[src/rtl/rggen_bit_field_rc_counter_pkg.sv]
// Shared bit-field helpers and the counter's next-state action encoding.
package rggen_bit_field_rc_counter_pkg;

    typedef enum logic [1:0] {
        CNT_HOLD,
        CNT_CLEAR,
        CNT_INCR,
        CNT_OVERFLOW
    } cnt_action_e;

    function automatic logic is_write_access(
        input logic valid,
        input logic select,
        input logic write,
        input logic mask_any
    );
        return valid & select & write & mask_any;
    endfunction

    function automatic logic is_read_access(
        input logic valid,
        input logic select,
        input logic write
    );
        return valid & select & ~write;
    endfunction

endpackage

[src/rtl/rggen_bit_field_rc_counter_edge_detector.sv]
// Event qualifier: passes i_event through as a level, or as its rising edge.
module rggen_event_edge_detector #(
    parameter int unsigned EVENT_EDGE = 0
) (
    input  logic clk,
    input  logic rst_n,
    input  logic i_event,
    output logic o_event
);

    logic r_event_d;

    always_ff @(posedge clk) begin
        if (!rst_n) begin
            r_event_d <= 1'b0;
        end else begin
            r_event_d <= i_event;
        end
    end

    always_comb begin
        o_event = (EVENT_EDGE != 0) ? (i_event & ~r_event_d) : i_event;
    end

endmodule

[src/rtl/rggen_bit_field_rc_counter.sv]
// Hardware-counted, software-read bit field with read/write/hardware clear,
// saturate-or-wrap overflow, sticky overflow flag and threshold interrupt.
module rggen_bit_field_rc_counter
    import rggen_bit_field_rc_counter_pkg::*;
#(
    parameter int unsigned WIDTH         = 8,
    parameter int unsigned INITIAL_VALUE = 0,
    parameter int unsigned SATURATE      = 1,
    parameter int unsigned CLEAR_ON_READ = 1,
    parameter int unsigned EVENT_EDGE    = 0,
    parameter int unsigned THRESHOLD     = 0
) (
    input  logic             clk,
    input  logic             rst_n,
    input  logic             i_command_valid,
    input  logic             i_select,
    input  logic             i_write,
    input  logic [WIDTH-1:0] i_write_data,
    input  logic [WIDTH-1:0] i_write_mask,
    input  logic             i_event,
    input  logic             i_clear,
    output logic [WIDTH-1:0] o_read_data,
    output logic [WIDTH-1:0] o_value,
    output logic             o_overflow,
    output logic             o_irq
);

    localparam logic [WIDTH-1:0] INIT_V = INITIAL_VALUE[WIDTH-1:0];

    logic [WIDTH-1:0] r_counter;
    logic             r_overflow;
    logic             w_event;
    logic             w_read;
    logic             w_write;
    logic             w_clear;
    cnt_action_e      w_action;
    logic [WIDTH-1:0] w_counter_next;
    logic             w_overflow_next;
    logic             w_unused_write_data;

    // Any write clears the field; only the mask matters, never the data.
    assign w_unused_write_data = ^i_write_data;

    rggen_event_edge_detector #(
        .EVENT_EDGE (EVENT_EDGE)
    ) u_edge (
        .clk     (clk),
        .rst_n   (rst_n),
        .i_event (i_event),
        .o_event (w_event)
    );

    assign w_read  = is_read_access(i_command_valid, i_select, i_write);
    assign w_write = is_write_access(i_command_valid, i_select, i_write, |i_write_mask);
    assign w_clear = i_clear | w_write | (w_read & (CLEAR_ON_READ != 0));

    always_comb begin
        w_action = CNT_HOLD;
        if (w_clear) begin
            w_action = CNT_CLEAR;
        end else if (w_event) begin
            w_action = (r_counter == '1) ? CNT_OVERFLOW : CNT_INCR;
        end
    end

    always_comb begin
        w_counter_next  = r_counter;
        w_overflow_next = r_overflow;
        case (w_action)
            // A same-cycle event is folded into the cleared value.
            CNT_CLEAR: begin
                w_counter_next  = INIT_V + WIDTH'(w_event);
                w_overflow_next = 1'b0;
            end
            CNT_INCR: begin
                w_counter_next = r_counter + WIDTH'(1);
            end
            CNT_OVERFLOW: begin
                w_counter_next  = (SATURATE != 0) ? '1 : '0;
                w_overflow_next = 1'b1;
            end
            default: ;
        endcase
    end

    always_ff @(posedge clk) begin
        if (!rst_n) begin
            r_counter  <= INIT_V;
            r_overflow <= 1'b0;
        end else begin
            r_counter  <= w_counter_next;
            r_overflow <= w_overflow_next;
        end
    end

    assign o_read_data = r_counter;
    assign o_value     = r_counter;
    assign o_overflow  = r_overflow;
    assign o_irq       = (THRESHOLD != 0) && (32'(r_counter) >= THRESHOLD);

endmodule

[config.mk]
export PLATFORM = sky130hd
export DESIGN_NAME = rggen_bit_field_rc_counter
export DESIGN_NICKNAME = d
export VERILOG_FILES = /design/src/rtl/rggen_bit_field_rc_counter_pkg.sv /design/src/rtl/rggen_bit_field_rc_counter_edge_detector.sv /design/src/rtl/rggen_bit_field_rc_counter.sv
export SDC_FILE = /design/constraint.sdc
export NUM_CORES = 1
export LEC_CHECK = 0
export CELL_PAD_IN_SITES_DETAIL_PLACEMENT = 0
export CELL_PAD_IN_SITES_GLOBAL_PLACEMENT = 1
export CORE_MARGIN = 3
export CORE_UTILIZATION = 23
export DETAILED_ROUTE_END_ITERATION = 10
export GPL_ROUTABILITY_DRIVEN = 0
export PLACE_DENSITY = 0.91
export SLEW_MARGIN = 30
export SYNTH_ARGS = -nofsm -noshare
export SYNTH_HDL_FRONTEND = slang
export SYNTH_HIERARCHICAL = 1
export SYNTH_SLANG_ARGS = --single-unit
[constraint.sdc]
create_clock -name clk -period 1.5 [get_ports clk]
set_input_delay 0.15 -clock clk [delete_from_list [all_inputs] [get_ports clk]]
set_output_delay 0.15 -clock clk [all_outputs]
set_load 0.02 [all_outputs]
Word level (Yosys, flattened, before mapping)
Cells that the tools add are included.
Storage, ports and cells
  register bits after elaboration: 9
  bits of input ports: 23
  word-level logic and storage cells: 22
Operators by class
  add/subtract/negate cells: 1
  equal/unequal tests: 4
  mux-type cells: 5
  bitwise logic cells: 7
  reductions and logical operators: 3
Operators with widths (count)
  $pmux W8 S3: 1
  $add A8 B1 Y8 const B: 1
  $eq A8 B8 Y1 const B: 1
  $reduce_or A8 Y1: 1
  $and A1 B1 Y1: 4
  $eq A2 B2 Y1 const B: 2
  $mux W2: 2
  $reduce_bool A3 Y1: 1
  $eq A2 B1 Y1 const B: 1
  $or A1 B1 Y1: 2
  $pmux W1 S2: 1
  $reduce_bool A2 Y1: 1
  $mux W1: 1
  $not A1 Y1: 1

Depth between registers and ports, before layout
Gate-level depths: netlist of run 1.
  word-level depth: 8
  gate-level depth with buffers: 6
  mapped depth without buffers: 5

Hierarchy
Netlist of run 1, hierarchy kept.
By module, submodules not included
  rggen_bit_field_rc_counter: times used 1, cells each 66, area each 568.0 sq um
  rggen_event_edge_detector: times used 1, cells each 1, area each 7.5 sq um

Least setup slack after synthesis of run 1
Ideal clock, no wire load.
  kind: flip-flop to flip-flop
  start point: reg r_counter[1] (netlist: o_read_data[1])
  end point: reg r_counter[7] (netlist: o_read_data[7])
  setup time: 0.073 ns
  arrival time: 1.434 ns
  required time: 1.427 ns
  setup slack: -0.007 ns
  cell stages (with the launch flop): 6
  path buffers: 0
  clock period less this slack: 1.507 ns
  cells stage by stage: dfxtp_1 -> ha_1 -> nand4_1 -> nor2_1 -> and3b_1 -> nor3_2
Between the ends
  cells in the longest elaborated chain, start to end: 6
  elaborated cells on any way between the ends: 10
RTL lines
  start, declared: line rggen_bit_field_rc_counter.sv:30  | logic [WIDTH-1:0] r_counter;
  start signal, assigned: line rggen_bit_field_rc_counter.sv:91  | r_counter <= w_counter_next;
  $eq A8 B8 Y1: line rggen_bit_field_rc_counter.sv:62  | w_action = (r_counter == '1) ? CNT_OVERFLOW : CNT_INCR;
  $mux W1: line rggen_bit_field_rc_counter.sv:62
  $mux W2: line rggen_bit_field_rc_counter.sv:61  | end else if (w_event) begin
  $mux W2: line rggen_bit_field_rc_counter.sv:59  | if (w_clear) begin
  $eq A2 B2 Y1 / $eq A2 B1 Y1 (equally long branches): line rggen_bit_field_rc_counter.sv:69  | case (w_action)
  $pmux W8 S3 / $reduce_bool A3 Y1 (equally long branches)
Several ways; a longest one is shown, not always the timed one.
A chain may end at the register's enable or synchronous reset.

Worst setup path in the final report of run 1
  start point: reg r_counter[6] (netlist: o_read_data[6])
  end point: out o_read_data[6]
RTL lines
  end, declared: line rggen_bit_field_rc_counter.sv:22  | output logic [WIDTH-1:0] o_read_data,
No word-level cell between the ends.

==> out/metrics.yaml, run 1 <==
outcome:
  status: "finished clean"
placement:
  post_dp_cell_area_um2: 873
  hpwl_mm: 1.12
  port_buffers: 31
  placed_cells_incl_taps: 119
pwr:
  p_sw_uw: 124
  power_frac_comb_pct: 17.9
  p_leak_uw: 0.000509
  swShare_pct: 23.6
  powerDensity_mw_per_mm2: 566
  internal-power_uw: 402
  peakVddDrop_mv: 0.541
  clkPwrFrac_pct: 35.4
  total_power_uw: 526
  p_seq_share_pct: 46.6
synthesis:
  netlist_top_cells_area: "dfxtp_1 (31%), buf_4 (13%), nor2_1 (7.2%)"
  async_flop_share_pct: 0
  yosys_warnings: 6
  synth_mux_area_share_pct: 1.74
  synth_xor_area_share_pct: 0
  syn_area_um2: 576
  syn_area_per_cell_um2: 8.59
  synth_ff_type: "dfxtp_1"
  synth_top_family_by_area: "simple AND/OR/NAND/NOR gates"
  yosys.area_share.simple_pct: 36.1
  yosys.area.top_type_share_pct: 31.3
  synth_compound_area_share_pct: 13.5
  synth_top_area_cell: "dfxtp_1"
  synth_adder_area_share_pct: 2.17
  synth_cell_type_count: 26
  synth_edf_count: 0
  synth_cells: 67
  syn-num-nets: 91
  synth_seq_area_share_pct: 31.3
  ys_ff_latch: 9
routing:
  drt_pass1_iterations: 4
  ant_nets: 0
  drc: 0
  vias_per_cell: 4.54
  routed_wl_mm: 1.38
  vias: 558
  drtIter0Drc: 10
  wl_per_cell_um: 11.3
hold_path:
  hold_end: "o_overflow"
  whs_path_depth: 2
  hp-class: "flip-flop to flip-flop"
  hold_path_startpoint: "o_overflow"
floorplanning:
  die_h_um: 56.0
  rows: 17
  start_util_pct: 25.1
  io_pins: 41
  fp.dieArea_mm2: 0.00314
  die_x_um: 56.0
  coreArea_mm2: 0.00230
sta:
  drv_slew: 0
  rsz0062_at_grt: "false"
  skew_ns: 0.00503
  setup_viol: 0
  hold_viol: 0
  finalCritPeriodShare_pct: 96.6
  timing.hold.ws_ns: 0.482
  max_freq_mhz: 690
  fin_crit_ns: 1.45
clocking:
  cts-hold-fix-buffers: 0
  numCtsBuffers: 3
  clockBufferDepth: 2
  post_cts_buffers: 0
  clock_latency_ns: 0.26
  cts_max_level: 1
  cts_root_buf: "clkbuf_4"
  clkSlewWorstSetupHoldPaths_ns: 0.06
  cts.sinks: 9
  cts_tree: "built"
critical_path:
  worstPathArrival_ns: 1.30
  startpoint_type: "flip-flop"
  cp_max_fo: 6
  slowest_delay_ns: 0.64
  rr_worst_depth: 5
  crit_family: "buffers and inverters"
  timing.rr.end: "o_read_data[7]"
  crit_buf_inv: 1
  required_ns: 1.35
  path_cells: "clkdlybuf4s50_1"
  r2r_slack_ns: 0.14
  cp_slowest_cell: "clkdlybuf4s50_1"
  r2r-start: "o_read_data[1]"
  path_class: "flip-flop to output pin"
  worst_setup_path_end_kind: "output pin"
grt:
  grt_pass1_vias: 512
  grt_max_degree: 9
  overflow: 0
  grt.total_usage_pct: 8.88
  antenna_found_initial: 0
  grt_first_pass_wirelength_mm: 2.27
layout:
  final_cell_mix: "clkdlybuf4s50_1 (18), nor2_1 (10), dlymetal6s2s_1 (10)"
  final_net_count: 120
  multi_input_area_um2: 319
  ff_latch_area_um2: 183
  syn2layout_area_growth_pct: 61.3
  fin_area_um2: 928
  nFillCells: 247
  num_antenna_cells: 0
  drive_above_1_share_pct: 20.0
  final_common_cell: "clkdlybuf4s50_1"
  stdcell_count: 123
job:
  drv_cap: 0
-- metal layers --
layer  part of all wire, %  global-route usage [%]
met1                    43                    10.3
met2                    51                    14.9
met3                   6.7                    3.94
met4                     0                    2.03
met5                     0                       0
-- power groups by stage --
stage / sequential (uW) / combinational [uW] / clock (uW)
after floorplan: 255 / 38.4 / 0
after global placement: 251 / 94.2 / 0
after detailed placement: 251 / 95.8 / 0
after CTS: 245 / 96.1 / 193
after global routing: 246 / 100 / 203
final: 245 / 94.1 / 186
-- cells in the mapped netlist (2+ instances only) --
| cell type | n |
|---|---|
| dfxtp_1 | 9 |
| a21oi_1 | 2 |
| nor3_1 | 2 |
| and3b_1 | 2 |
| nand2_1 | 5 |
| buf_4 | 10 |
| nor3_2 | 3 |
| o21ai_0 | 2 |
| nor2_1 | 11 |
| nand3_1 | 3 |
| a211oi_2 | 3 |
-- registers in the layout, indices dropped and copies added (netlist names) --
signal,flops
o_overflow,1
o_read_data,8
-- final cells by class --
class	count	area share, %
repair buffers	35	38.9
multi-input cells	46	34.4
flip-flops and latches	9	19.7
well taps	28	3.77
clock buffers	4	2.83
inverters	1	0.404
-- cell families after synthesis --
logic type | Yosys count
AND/OR/NAND/NOR | 34
buffers and inverters | 12
AO/OA/AOI/OAI | 9
flip-flops | 9
multiplexers | 1
adder cells (fa/ha/maj) | 1
other | 1
-- metrics by stage --
stage / TNS [ns] / worst slack (ns) / utilization (%)
4_1_cts: 0 / 0.00344 / 39.0
2_1_floorplan: 0 / 0.111 / -
3_3_place_gp: -0.00651 / -0.00335 / 38.0
5_1_grt: 0 / 0.00204 / 40.4
6_report: 0 / 0.0508 / 40.4
3_5_place_dp: -0.437 / -0.0829 / 38.0
-- worst max path at each step --
stage / startpoint / end / slack (ns) / depth (start not counted)
final: o_read_data[6] / o_read_data[6] / 0.05 / 1
after global routing: o_read_data[6] / o_read_data[6] / 0.002 / 1
after floorplan: o_read_data[1] / o_read_data[7] / 0.11 / 5
after CTS: o_read_data[5] / o_read_data[5] / 0.003 / 1
after detailed placement: i_write_mask[2] / o_read_data[3] / -0.08 / 5
after global placement: i_write_mask[2] / o_read_data[5] / -0.003 / 5
-- timing repair --
action                     4_1_cts  5_1_grt
pin swaps                        0        0
setup endpoints to repair        4       15
resized for setup                3       12
Note: power is estimated with default switching activity, not from simulation.
==> run 2: changes to the inputs <==
--- a/config.mk
+++ b/config.mk
@@ -12,6 +12,7 @@
 export DETAILED_ROUTE_END_ITERATION = 10
 export GPL_ROUTABILITY_DRIVEN = 0
 export PLACE_DENSITY = 0.91
+export SETUP_SLACK_MARGIN = 0.3
 export SLEW_MARGIN = 30
 export SYNTH_ARGS = -nofsm -noshare
 export SYNTH_HDL_FRONTEND = slang
==> out/metrics.yaml, run 2 (same netlist as run 1, synthesis figures left out) <==
job:
  drv_cap: 0  # unchanged
routing:
  vias: 558  # unchanged
  wl_per_cell_um: 11.1  # -1.0%
  vias_per_cell: 4.43  # -2.4%
  drtIter0Drc: 9  # -1
  routed_wl_mm: 1.40  # +1.4%
  drc: 0  # unchanged
  ant_nets: 0  # unchanged
  drt_pass1_iterations: 4  # unchanged
critical_path:
  startpoint_type: "flip-flop"
  crit_buf_inv: 0  # -1
  cp_slowest_cell: "dfxtp_4"
  worst_setup_path_end_kind: "flip-flop"
  crit_family: "simple AND/OR/NAND/NOR gates"
  path_class: "flip-flop to flip-flop"
  slowest_delay_ns: 0.36  # -0.28 ns
  cp_max_fo: 6  # unchanged
  path_cells: "ha_4, nand4_1, nor2_4, nor4bb_1, nor3_2"
  required_ns: 1.65  # +0.30 ns
  worstPathArrival_ns: 1.39  # +0.09 ns
layout:
  final_cell_mix: "clkdlybuf4s50_1 (11), nor2_1 (10), clkbuf_2 (9)"
  syn2layout_area_growth_pct: 57.0
  final_common_cell: "clkdlybuf4s50_1"
  drive_above_1_share_pct: 35.7  # +16 points
  num_antenna_cells: 0  # unchanged
  largest_register_ff_count: 8  # unchanged
  final_net_count: 123  # +2.5%
pwr:
  power_frac_comb_pct: 18.0  # about the same
  p_leak_uw: 0.000372  # -27%
  p_sw_uw: 127  # +1.9%
  clkPwrFrac_pct: 35.3  # about the same
  powerDensity_mw_per_mm2: 579  # +2.3%
  swShare_pct: 24.2  # +0.55 points
  p_seq_share_pct: 46.7  # about the same
  internal-power_uw: 397  # -1.2%
  peakVddDrop_mv: 0.471  # -13%
clocking:
  cts_max_level: 1  # unchanged
  cts-hold-fix-buffers: 0  # unchanged
  clkSlewWorstSetupHoldPaths_ns: 0.06  # about the same
  cts_root_buf: "clkbuf_4"
  clock_latency_ns: 0.26  # about the same
  clockBufferDepth: 2  # unchanged
  numCtsBuffers: 3  # unchanged
  cts_tree: "built"
  cts.sinks: 9  # unchanged
floorplanning:
  io_pins: 41  # unchanged
  coreArea_mm2: 0.00230  # unchanged
  start_util_pct: 25.1  # unchanged
  die_h_um: 56.0  # unchanged
  die_x_um: 56.0  # unchanged
  fp.dieArea_mm2: 0.00314  # unchanged
  rows: 17  # unchanged
sta:
  fin_crit_ns: 1.24  # -0.205 ns
  hold_viol: 0  # unchanged
  setup_slack_ns: 0.256  # +0.205 ns
  setup_tns_ns: 0  # unchanged
  timing.hold.ws_ns: 0.462  # -0.0206 ns
  setup_viol: 0  # unchanged
  rsz0062_at_grt: "true"
  skew_ns: 0.00720  # +0.00217 ns
  drv_slew: 0  # unchanged
  max_freq_mhz: 804  # +16%
  finalCritPeriodShare_pct: 82.9  # -14 points
hold_path:
  hp-class: "flip-flop to flip-flop"
placement:
  hpwl_mm: 1.09  # -2.2%
  port_buffers: 31  # unchanged
  pre_cts_ws_ns: -0.0449  # +0.0380 ns
grt:
  grt_max_degree: 9  # unchanged
  antenna_found_initial: 0  # unchanged
  grt.total_usage_pct: 9.27  # +0.39 points
  grt_first_pass_wirelength_mm: 2.35  # +3.3%
  grt_pass1_vias: 531  # +3.7%
  overflow: 0  # unchanged
outcome:
  status: "finished clean"
## run 2: changes by cell type in the layout (fill, tap and decap cells not counted), moves of 2 or more
cell | previous run | this run
dlygate4sd2_1 | 3 | 7
clkdlybuf4s50_1 | 18 | 11
dfxtp_4 | 0 | 2
buf_4 | 4 | 7
clkbuf_2 | 0 | 9
clkdlybuf4s15_1 | 0 | 4
dlymetal6s2s_1 | 10 | 0
## run 2: worst paths after layout
path                                     start        endpoint  slack [ns]  cells after the start
worst max-delay path            o_read_data[0]  o_read_data[3]        0.26                      5
worst min-delay path                o_overflow      o_overflow        0.46                      2
worst max register to register  o_read_data[0]  o_read_data[3]        0.26                      5
worst min register to register      o_overflow      o_overflow        0.46                      2
## run 2: metal layers
metal,part of all wire [%],wire length [um],GRT usage (%)
met2,51,712,15.5
met4,0,0,2.03
met3,7.8,110,4.64
met5,0,0,0
met1,41,580,10.5
## run 2: timing repair
action                     in CTS  in global routing
hold endpoints to repair        0                  0
gates resized for setup        24                 22
setup endpoints to repair      24                 23
buffers inserted                5                  0
pin swaps                       4                  0
## run 2: cell type report
type / count / area (um2)
Clock buffer: 4 / 26.3
Fill cell: 253 / 1390
Inverter: 1 / 3.75
Multi-Input combinational cell: 46 / 340
Sequential cell: 9 / 189
Tap cell: 28 / 35.0
Timing Repair Buffer: 38 / 309
## run 2: power by group through the flow
stage | clock (uW) | combinational, uW | sequential (uW)
after CTS | 196 | 94.3 | 244
after global placement | 0 | 89.7 | 252
after global routing | 207 | 101 | 245
after floorplan | 0 | 39.1 | 254
after detailed placement | 0 | 91.5 | 252
final | 185 | 94.3 | 244
## run 2: per-stage QoR
step           utilization (%)  instance area (um2)  total power (uW)  cells
5_1_grt                   39.3                  903               552    126
6_report                  39.3                  903               523    126
4_1_cts                   40.4                  927               534    126
3_3_place_gp              38.3                  880               342    117
3_5_place_dp              38.3                  880               343    117
2_1_floorplan                -                  599               293     67
## run 2: worst reg2reg max path, delay by kind of cell (launching register included)
kind	cells	cell delay (ns)
flip-flops	1	0.36
adder cells (fa/ha/maj)	1	0.16
AND/OR/NAND/NOR	4	0.62
